==> config.mk <==
export PLATFORM = sky130hd
export DESIGN_NAME = alu_nibble_sequencer
export DESIGN_NICKNAME = d
export VERILOG_FILES = /design/src/rtl/alu_nibble_sequencer.sv
export SDC_FILE = /design/constraint.sdc
export NUM_CORES = 1
export LEC_CHECK = 0
export ABC_CLOCK_PERIOD_IN_PS = 1900
export BUFFER_PORTS_ARGS = -buffer_cell sky130_fd_sc_hd__buf_4
export CORE_MARGIN = 5
export CORE_UTILIZATION = 40
export CTS_CLUSTER_SIZE = 28
export DETAILED_ROUTE_END_ITERATION = 10
export GPL_TIMING_DRIVEN = 0
export PLACE_DENSITY = 0.67
export SKIP_LAST_GASP = 1
export SYNTH_ARGS = -nofsm -noshare
export SYNTH_HDL_FRONTEND = slang
export SYNTH_SLANG_ARGS = --single-unit
==> constraint.sdc <==
create_clock -name clk -period 1.9 [get_ports clk]
set_input_delay 0.38 -clock clk [delete_from_list [all_inputs] [get_ports clk]]
set_output_delay 0.38 -clock clk [all_outputs]
set_load 0.02 [all_outputs]
==> src/rtl/alu_nibble_sequencer.sv <==
// Nibble-serial sequencer driving a shared 4-bit ALU, LS nibble first.
// Optional rsp_zero/rsp_ovf flags under `ALU_SEQ_FLAGS_EN.
module alu_nibble_sequencer #(
  parameter int NIBBLES = 4
) (
  input  logic                 clk,
  input  logic                 rst,
  input  logic                 req_valid,
  output logic                 req_ready,
  input  logic [4*NIBBLES-1:0] req_a,
  input  logic [4*NIBBLES-1:0] req_b,
  input  logic                 req_m,
  input  logic [1:0]           req_s,
  input  logic                 req_cin,
  output logic [3:0]           alu_a,
  output logic [3:0]           alu_b,
  output logic                 alu_cin,
  output logic [1:0]           alu_s,
  output logic                 alu_m,
  input  logic [3:0]           alu_f,
  input  logic                 alu_cn,
  output logic                 rsp_valid,
  input  logic                 rsp_ready,
  output logic [4*NIBBLES-1:0] rsp_f,
  output logic                 rsp_cn
`ifdef ALU_SEQ_FLAGS_EN
  ,
  output logic                 rsp_zero,
  output logic                 rsp_ovf
`endif
);

  localparam int W  = 4 * NIBBLES;
  localparam int CW = $clog2(NIBBLES);

  typedef enum logic [1:0] {
    IDLE,
    RUN,
    DONE
  } state_t;

  state_t         state;
  logic [CW-1:0]  cnt;
  logic           carry;
  logic [W-1:0]   a_reg;
  logic [W-1:0]   b_reg;
  logic           m_reg;
  logic [1:0]     s_reg;
  logic           run;
  logic           last;
  logic [CW+1:0]  idx;

  assign run  = (state == RUN);
  assign last = (cnt == CW'(NIBBLES - 1));
  assign idx  = {cnt, 2'b00};

  assign req_ready = (state == IDLE) && !rst;

  // Outside RUN the shared ALU sees all-zero inputs.
  assign alu_a   = run ? a_reg[idx +: 4] : 4'h0;
  assign alu_b   = run ? b_reg[idx +: 4] : 4'h0;
  assign alu_cin = run & m_reg & carry;
  assign alu_s   = run ? s_reg : 2'b00;
  assign alu_m   = run & m_reg;

`ifdef ALU_SEQ_FLAGS_EN
  logic [W-1:0] full;
  logic         a_msb;
  logic         b_msb;
  logic         f_msb;
  logic         ovf;

  assign full  = {alu_f, rsp_f[W-5:0]};
  assign a_msb = a_reg[W-1];
  assign b_msb = b_reg[W-1];
  assign f_msb = alu_f[3];

  always_comb begin
    ovf = 1'b0;
    if (m_reg) begin
      unique case (1'b1)
        (s_reg == 2'b00): ovf = (a_msb == b_msb) && (f_msb != a_msb);
        (s_reg == 2'b01): ovf = (a_msb != b_msb) && (f_msb != a_msb);
        default:          ovf = 1'b0;
      endcase
    end
  end

  always_ff @(posedge clk) begin
    if (rst) begin
      rsp_zero <= 1'b0;
      rsp_ovf  <= 1'b0;
    end else if (run && last) begin
      rsp_zero <= (full == '0);
      rsp_ovf  <= ovf;
    end
  end
`endif

  always_ff @(posedge clk) begin
    if (rst) begin
      state     <= IDLE;
      cnt       <= '0;
      carry     <= 1'b0;
      a_reg     <= '0;
      b_reg     <= '0;
      m_reg     <= 1'b0;
      s_reg     <= 2'b00;
      rsp_f     <= '0;
      rsp_cn    <= 1'b0;
      rsp_valid <= 1'b0;
    end else begin
      unique case (state)
        IDLE: begin
          if (req_valid) begin
            a_reg <= req_a;
            b_reg <= req_b;
            m_reg <= req_m;
            s_reg <= req_s;
            carry <= req_m & req_cin;
            cnt   <= '0;
            state <= RUN;
          end
        end
        RUN: begin
          rsp_f[idx +: 4] <= alu_f;
          carry           <= m_reg & alu_cn;
          if (last) begin
            rsp_cn    <= m_reg & alu_cn;
            rsp_valid <= 1'b1;
            state     <= DONE;
          end else begin
            cnt <= cnt + 1'b1;
          end
        end
        DONE: begin
          if (rsp_ready) begin
            rsp_valid <= 1'b0;
            state     <= IDLE;
          end
        end
        default: state <= IDLE;
      endcase
    end
  end

endmodule
==> results of run 1 <==
==> kinds of logic (layout without fill, tap and decap cells) <==
logic type                 after synthesis  after routing  synth area share
AOI/OAI and AO/OA                       67             67             0.140
adders and majority gates                5              5            0.0241
muxes                                    9              9            0.0791
buffers and inverters                   25            118            0.0564
and+or+nand+nor                        130            130             0.253
DFF                                     58             58             0.447
==> per-stage QoR <==
| stage | total power, mW | instances | setup TNS, ns |
|---|---|---|---|
| global placement | 1.73 | 445 | -1.96 |
| global route | 2.88 | 464 | -1.24 |
| CTS | 2.77 | 464 | -1.47 |
| finish | 2.75 | 464 | -0.792 |
| floorplan | 1.57 | 294 | 0 |
| detailed placement | 1.74 | 445 | -2.81 |
==> report_power, final <==
| part | internal, mW | switching [mW] |
|---|---|---|
| registers | 1.27 | 0.0371 |
| clock network | 0.531 | 0.465 |
| logic | 0.229 | 0.217 |
==> layout by cell type (no fill, tap or decap), drive strengths merged, types with 4 or more instances in the layout <==
master,netlist,final
a21oi,53,53
o21ai,6,6
clkbuf,9,21
and2,11,11
nand2,78,78
nand4,4,4
nor2,8,8
ha,5,5
dfxtp,58,58
a32oi,4,4
mux4,8,8
nand3,10,10
buf,13,91
==> worst min path at each step <==
| stage | startpoint | endpoint | slack [ns] | depth (start not counted) |
|---|---|---|---|---|
| global route | req_a[7] | a_reg[7] | 0.29 | 3 |
| finish | req_s[0] | s_reg[0] | 0.29 | 3 |
| floorplan | a_reg[4] | a_reg[4] | 0.43 | 2 |
| CTS | req_b[14] | b_reg[14] | 0.28 | 3 |
| detailed placement | s_reg[0] | s_reg[0] | 0.44 | 2 |
| global placement | s_reg[0] | s_reg[0] | 0.44 | 2 |
==> final cells by class <==
class,count,area (sq um),share of cell area
Clock buffer,12,155,0.0439
Inverter,3,11.3,0.00319
Multi-Input combinational cell,211,1320,0.372
Timing Repair Buffer,79,636,0.180
Sequential cell,58,1170,0.330
Clock inverter,3,15.0,0.00425
Buffer,21,140,0.0396
Tap cell,77,96.3,0.0273
==> synth_stat cells (all sizes together) (3+ instances only) <==
| cell | count |
|---|---|
| nand3b | 3 |
| nand2 | 78 |
| and2 | 11 |
| a32oi | 4 |
| dfxtp | 58 |
| mux4 | 8 |
| nand3 | 10 |
| nand4 | 4 |
| ha | 5 |
| o21ai | 6 |
| inv | 3 |
| a21oi | 53 |
| nor2 | 8 |
| buf | 13 |
| clkbuf | 9 |
==> critical path, delay by kind of cell, from the launching register on <==
family / cells / cell delay, ns
buffers and inverters: 2 / 0.25
and+or+nand+nor: 1 / 0.16
muxes: 1 / 0.50
DFF: 1 / 0.41
==> per-layer routing <==
layer  vias to the layer above  GRT usage  share of wire  wire length [um]
li1                       1188          -              -                 -
met5                         -          0              0                 0
met4                         0     0.0633         0.0042                29
met2                        80      0.280           0.49              3360
met1                      1098      0.230           0.44              3050
met3                         3     0.0500          0.069               477
==> timing repair <==
action | 4_1_cts | 5_1_grt
resized for setup | 32 | 2
hold endpoints to repair | 0 | 0
hold buffers | 0 | 0
pin swaps | 6 | 3
setup buffers | 4 | 1
setup endpoints to repair | 28 | 25
==> summary.md, run 1 <==
| Metric | Value |
|---|---|
| R2R Path End | rsp_f[3] |
| CTS Buf Count | 9 |
| Clock-pin transition on the worst setup and hold timing paths | 0.06 ns |
| Vias per inst | 5.11 |
| Starting DRT DRC Count | 99 |
| Synth area leader | dfxtp_1 |
| Tcrit/Tclk final | 1.07 |
| Design Area, Final | 3530 sq um |
| Layout area overhead | 36.2% |
| Clk_skew | 0.00558 ns |
| Clock buffer depth | 2 |
| Antenna violations before repair | 0 |
| PnR worst setup slack | -0.128 ns |
| Unrepaired setup endpoints after global routing | yes |
| First-pass iteration count of the detailed router | 4 |
| Setup crit start kind | flip-flop |
| CP endpoint kind | primary output |
| Antenna cells | 0 |
| R2r startpoint | cnt[0] |
| Worst slew margin | 0.655 |
| Peak Freq | 0.493 GHz |
| Setup slack, reg-to-reg | 0.12 ns |
| FP Rows | 29 |
| Via Count | 2369 |
| CTS root buf | clkbuf_8 |
| CP required | 1.52 ns |
| P_leak | 1.45 nW |
| RD Place Congestion | 0.795 |
| Worst-Margin Slew | 0.517 ns |
| Worst VDD drop | 0.473 mV |
| Hold WC Path Type | in2reg |
| Worst path cell trace | buf_12, mux4_2, and2_4, buf_6 |
| Arr. time, crit path | 1.65 ns |
| Seq cells post-synth | 58 |
| First-pass GRT wire length | 11.9 mm |
| Clk sinks | 58 |
| CTS tree | built |
| Worst R2R Path Depth | 7 |
| Critical Path Max Stage Delay | 0.50 ns |
| Final hold viol count | 0 |
| Synth top area cells | dfxtp_1, nand2_1, a21oi_1 |
| Port Buffers | 74 |
| Share of layout cells above drive strength 1 | 0.346 |
| Post-Syn Area | 2590 sq um |
| Post-synthesis instance total | 294 |
| Vias in the first global route | 2463 |
| HPWL Detailed | 4.95 mm |
| Clock Latency Late Sink | 0.33 ns |
| Average size of a mapped cell | 8.83 sq um |
| Routed Antenna Nets | 0 |
| Crit path max fanout | 6 |
| NumNets Final | 433 |
| Hold WS | 0.295 ns |
| Slowest CP cell | mux4_2 |
| Routed WL | 6.92 mm |
| Grt ovf | 0 |
| Post-synth top flop | dfxtp_1 |
| Final setup fails | 8 |
| Status | finished with violations |
| Post-synth EDFFs | 0 |
| Synth cell types | 35 |
| Avg WL per Cell | 14.9 um |
| Largest net degree at the start of global routing | 11 |
| H-tree levels | 3 |
| GRT Overall Usage | 0.177 |
| Die Wd | 90.5 um |
| Synth warn | 0 |
| Syn Nets | 344 |
| Die Ht | 90.5 um |
| Failing checks | setup timing |
| Pwr Density | 778 nW/um^2 |
| Register area share after synthesis | 0.447 |
| Worst setup path endpoint | alu_b[2] |
| Die Area | 8200 sq um |
| Core area | 6310 sq um |
| Initial Util | 0.411 |
| DRC violations left | 0 |
| Final min period | 2.03 ns |
| Yosys top cell area share | 0.447 |
| Fill cells | 604 |
| Worst setup path start | cnt[0] |
| Crit Path Class | reg2out |
| Place WS | -0.212 ns |
| Max-slew violation count | 0 |
| Max-cap check violation count | 0 |
| Cell Area, Placed | 3250 sq um |
| Fin util | 0.560 |
| Share of synthesized registers carrying an async set or reset | 0 |
| Ports | 76 |
Power figures use the tool's default switching activity.
==> run 2, diff against run 1 <==
--- a/config.mk
+++ b/config.mk
@@ -5,14 +5,14 @@
 export SDC_FILE = /design/constraint.sdc
 export NUM_CORES = 1
 export LEC_CHECK = 0
-export ABC_CLOCK_PERIOD_IN_PS = 1900
 export BUFFER_PORTS_ARGS = -buffer_cell sky130_fd_sc_hd__buf_4
 export CORE_MARGIN = 5
 export CORE_UTILIZATION = 40
 export CTS_CLUSTER_SIZE = 28
 export DETAILED_ROUTE_END_ITERATION = 10
 export GPL_TIMING_DRIVEN = 0
-export PLACE_DENSITY = 0.67
+export PLACE_DENSITY = 0.64
+export REMOVE_ABC_BUFFERS = 1
 export SKIP_LAST_GASP = 1
 export SYNTH_ARGS = -nofsm -noshare
 export SYNTH_HDL_FRONTEND = slang
==> summary.md, run 2 (synthesis results as in run 1) <==
| Metric | Value |
|---|---|
| Unrepaired setup endpoints after global routing | yes |
| NumNets Final | 419 |
| Sw Share | 0.241 |
| Slowest CP cell | mux4_2 |
| Die Ht | 90.5 um |
| First-pass GRT wire length | 11.2 mm |
| H-tree levels | 3 |
| Clock-pin transition on the worst setup and hold timing paths | 0.06 ns |
| Most frequent cells in the layout | nand2_1, buf_4, dfxtp_1 |
| Clk_skew | 0.00399 ns |
| Final hold viol count | 0 |
| CP Buf/Inv Count | 2 |
| HPWL Detailed | 4.11 mm |
| Failing checks | setup timing |
| NetSw | 0.708 mW |
| Design Area, Final | 3520 sq um |
| Clock buffer depth | 2 |
| Tcrit/Tclk final | 1.07 |
| Setup crit start kind | flip-flop |
| Hold Path Stages | 3 |
| Share of layout cells above drive strength 1 | 0.348 |
| CTS Buf Count | 9 |
| Internal | 2.24 mW |
| Arr. time, crit path | 1.65 ns |
| FP Rows | 29 |
| Die Area | 8200 sq um |
| Layout area overhead | 35.7% |
| Final setup fails | 8 |
| Peak Freq | 0.493 GHz |
| Worst slew margin | 0.454 |
| Starting DRT DRC Count | 88 |
| CTS tree | built |
| Initial Util | 0.411 |
| Antenna cells | 0 |
| Crit path max fanout | 6 |
| Fill cells | 606 |
| Pwr Density | 836 nW/um^2 |
| Critical path's most frequent cell | buf_6 |
| Sequential share of power | 0.447 |
| Worst-Margin Slew | 0.818 ns |
| Vias in the first global route | 2315 |
| Routed Antenna Nets | 0 |
| CTS root buf | clkbuf_8 |
| Crit Path Class | reg2out |
| CP delay by family, top | multiplexers |
| Clock Latency Late Sink | 0.33 ns |
| Critical Path Max Stage Delay | 0.49 ns |
| Antenna violations before repair | 0 |
| Hold buffer count at CTS | 0 |
| DRC violations left | 0 |
| Core area | 6310 sq um |
| First-pass iteration count of the detailed router | 4 |
| GRT Overall Usage | 0.167 |
| Hold WC Path Type | in2reg |
| RD Place Congestion | 0.758 |
| P_leak | 1.43 nW |
| CP endpoint kind | primary output |
| Max-slew violation count | 0 |
| Status | finished with violations |
| Via Count | 2350 |
| Critical Path Stages | 4 |
| Most common cell after layout, fill and taps aside | nand2_1 |
| Clk pwr share | 0.412 |
| PnR worst setup slack | -0.126 ns |
| Avg WL per Cell | 14.8 um |
| Worst R2R Path Depth | 7 |
| Routed WL | 6.67 mm |
| Worst VDD drop | 0.536 mV |
| Vias per inst | 5.21 |
| Ports | 76 |
| Largest net degree at the start of global routing | 61 |
| Grt ovf | 0 |
| Final min period | 2.03 ns |
| Comb power frac | 0.141 |
| Die Wd | 90.5 um |
| Worst path cell trace | buf_6, mux4_2, and2_4, buf_6 |
| Clk sinks | 58 |
| Max-cap check violation count | 0 |
| Port Buffers | 75 |
| CP required | 1.52 ns |
| Cell Area, Placed | 3120 sq um |
| Setup TNS Final | -0.840 ns |
==> run 2: cell types whose count changed in the layout (fill, tap and decap cells not counted), sizes merged <==
cell,before,now
nor2b,1,3
clkinvlp,0,1
inv,3,2
buf,91,83
bufinv,0,1
clkinv,3,0
nor3b,1,2
clkbuf,21,15
==> run 2: per-layer routing <==
metal / vias to the layer above / part of all wire / track usage
li1: 1171 / - / -
met1: 1095 / 0.45 / 0.219
met2: 72 / 0.47 / 0.258
met3: 12 / 0.060 / 0.0417
met4: 0 / 0.019 / 0.0744
met5: - / 0 / 0
==> run 2: final cells by class <==
cell class,instances,area [sq um],area share
Tap cell,77,96.3,0.0274
Timing Repair Buffer,83,653,0.186
Sequential cell,58,1170,0.333
Multi-Input combinational cell,214,1370,0.389
Inverter,3,15.0,0.00426
Clock inverter,1,30.0,0.00853
Clock buffer,15,186,0.0529
==> run 2: metrics by stage <==
step                      total power, mW   util  setup WS, ns  instances  hold WS, ns
after detailed placement             1.70  0.494        -0.714        424        0.444
after CTS                            2.97  0.554        -0.163        450        0.276
after floorplan                      1.53      -       -0.0459        272        0.425
after global placement               1.69  0.494        -0.713        424        0.438
after global routing                 3.08  0.558        -0.180        451        0.289
final                                2.94  0.558        -0.126        451        0.288
==> run 2: worst min-delay path, stage by stage <==
cell	delay, ns
buf_4	0.11
nand2_1	0.04
a21oi_1	0.05
==> run 2: what timing repair did <==
item	CTS	global route
gates resized for setup	32	5
hold endpoints to repair	0	0
cloned	3	0
setup buffers	7	2
pin swaps	1	4
setup endpoints to repair	67	44
==> run 2: worst paths after layout <==
path                 start       end  slack [ns]
setup reg to reg    cnt[0]  rsp_f[1]        0.10
hold / removal    req_a[1]  a_reg[1]        0.29
hold reg to reg   rsp_f[8]  rsp_f[8]        0.45
setup / recovery    cnt[0]  alu_a[2]       -0.13
==> run 2: power groups by stage <==
stage               Combinational, mW  Clock, mW  Sequential [mW]
finish                          0.416       1.21             1.32
global route                    0.459       1.29             1.32
CTS                             0.413       1.24             1.32
detailed placement              0.352          0             1.35
global placement                0.348          0             1.35
floorplan                       0.189          0             1.34
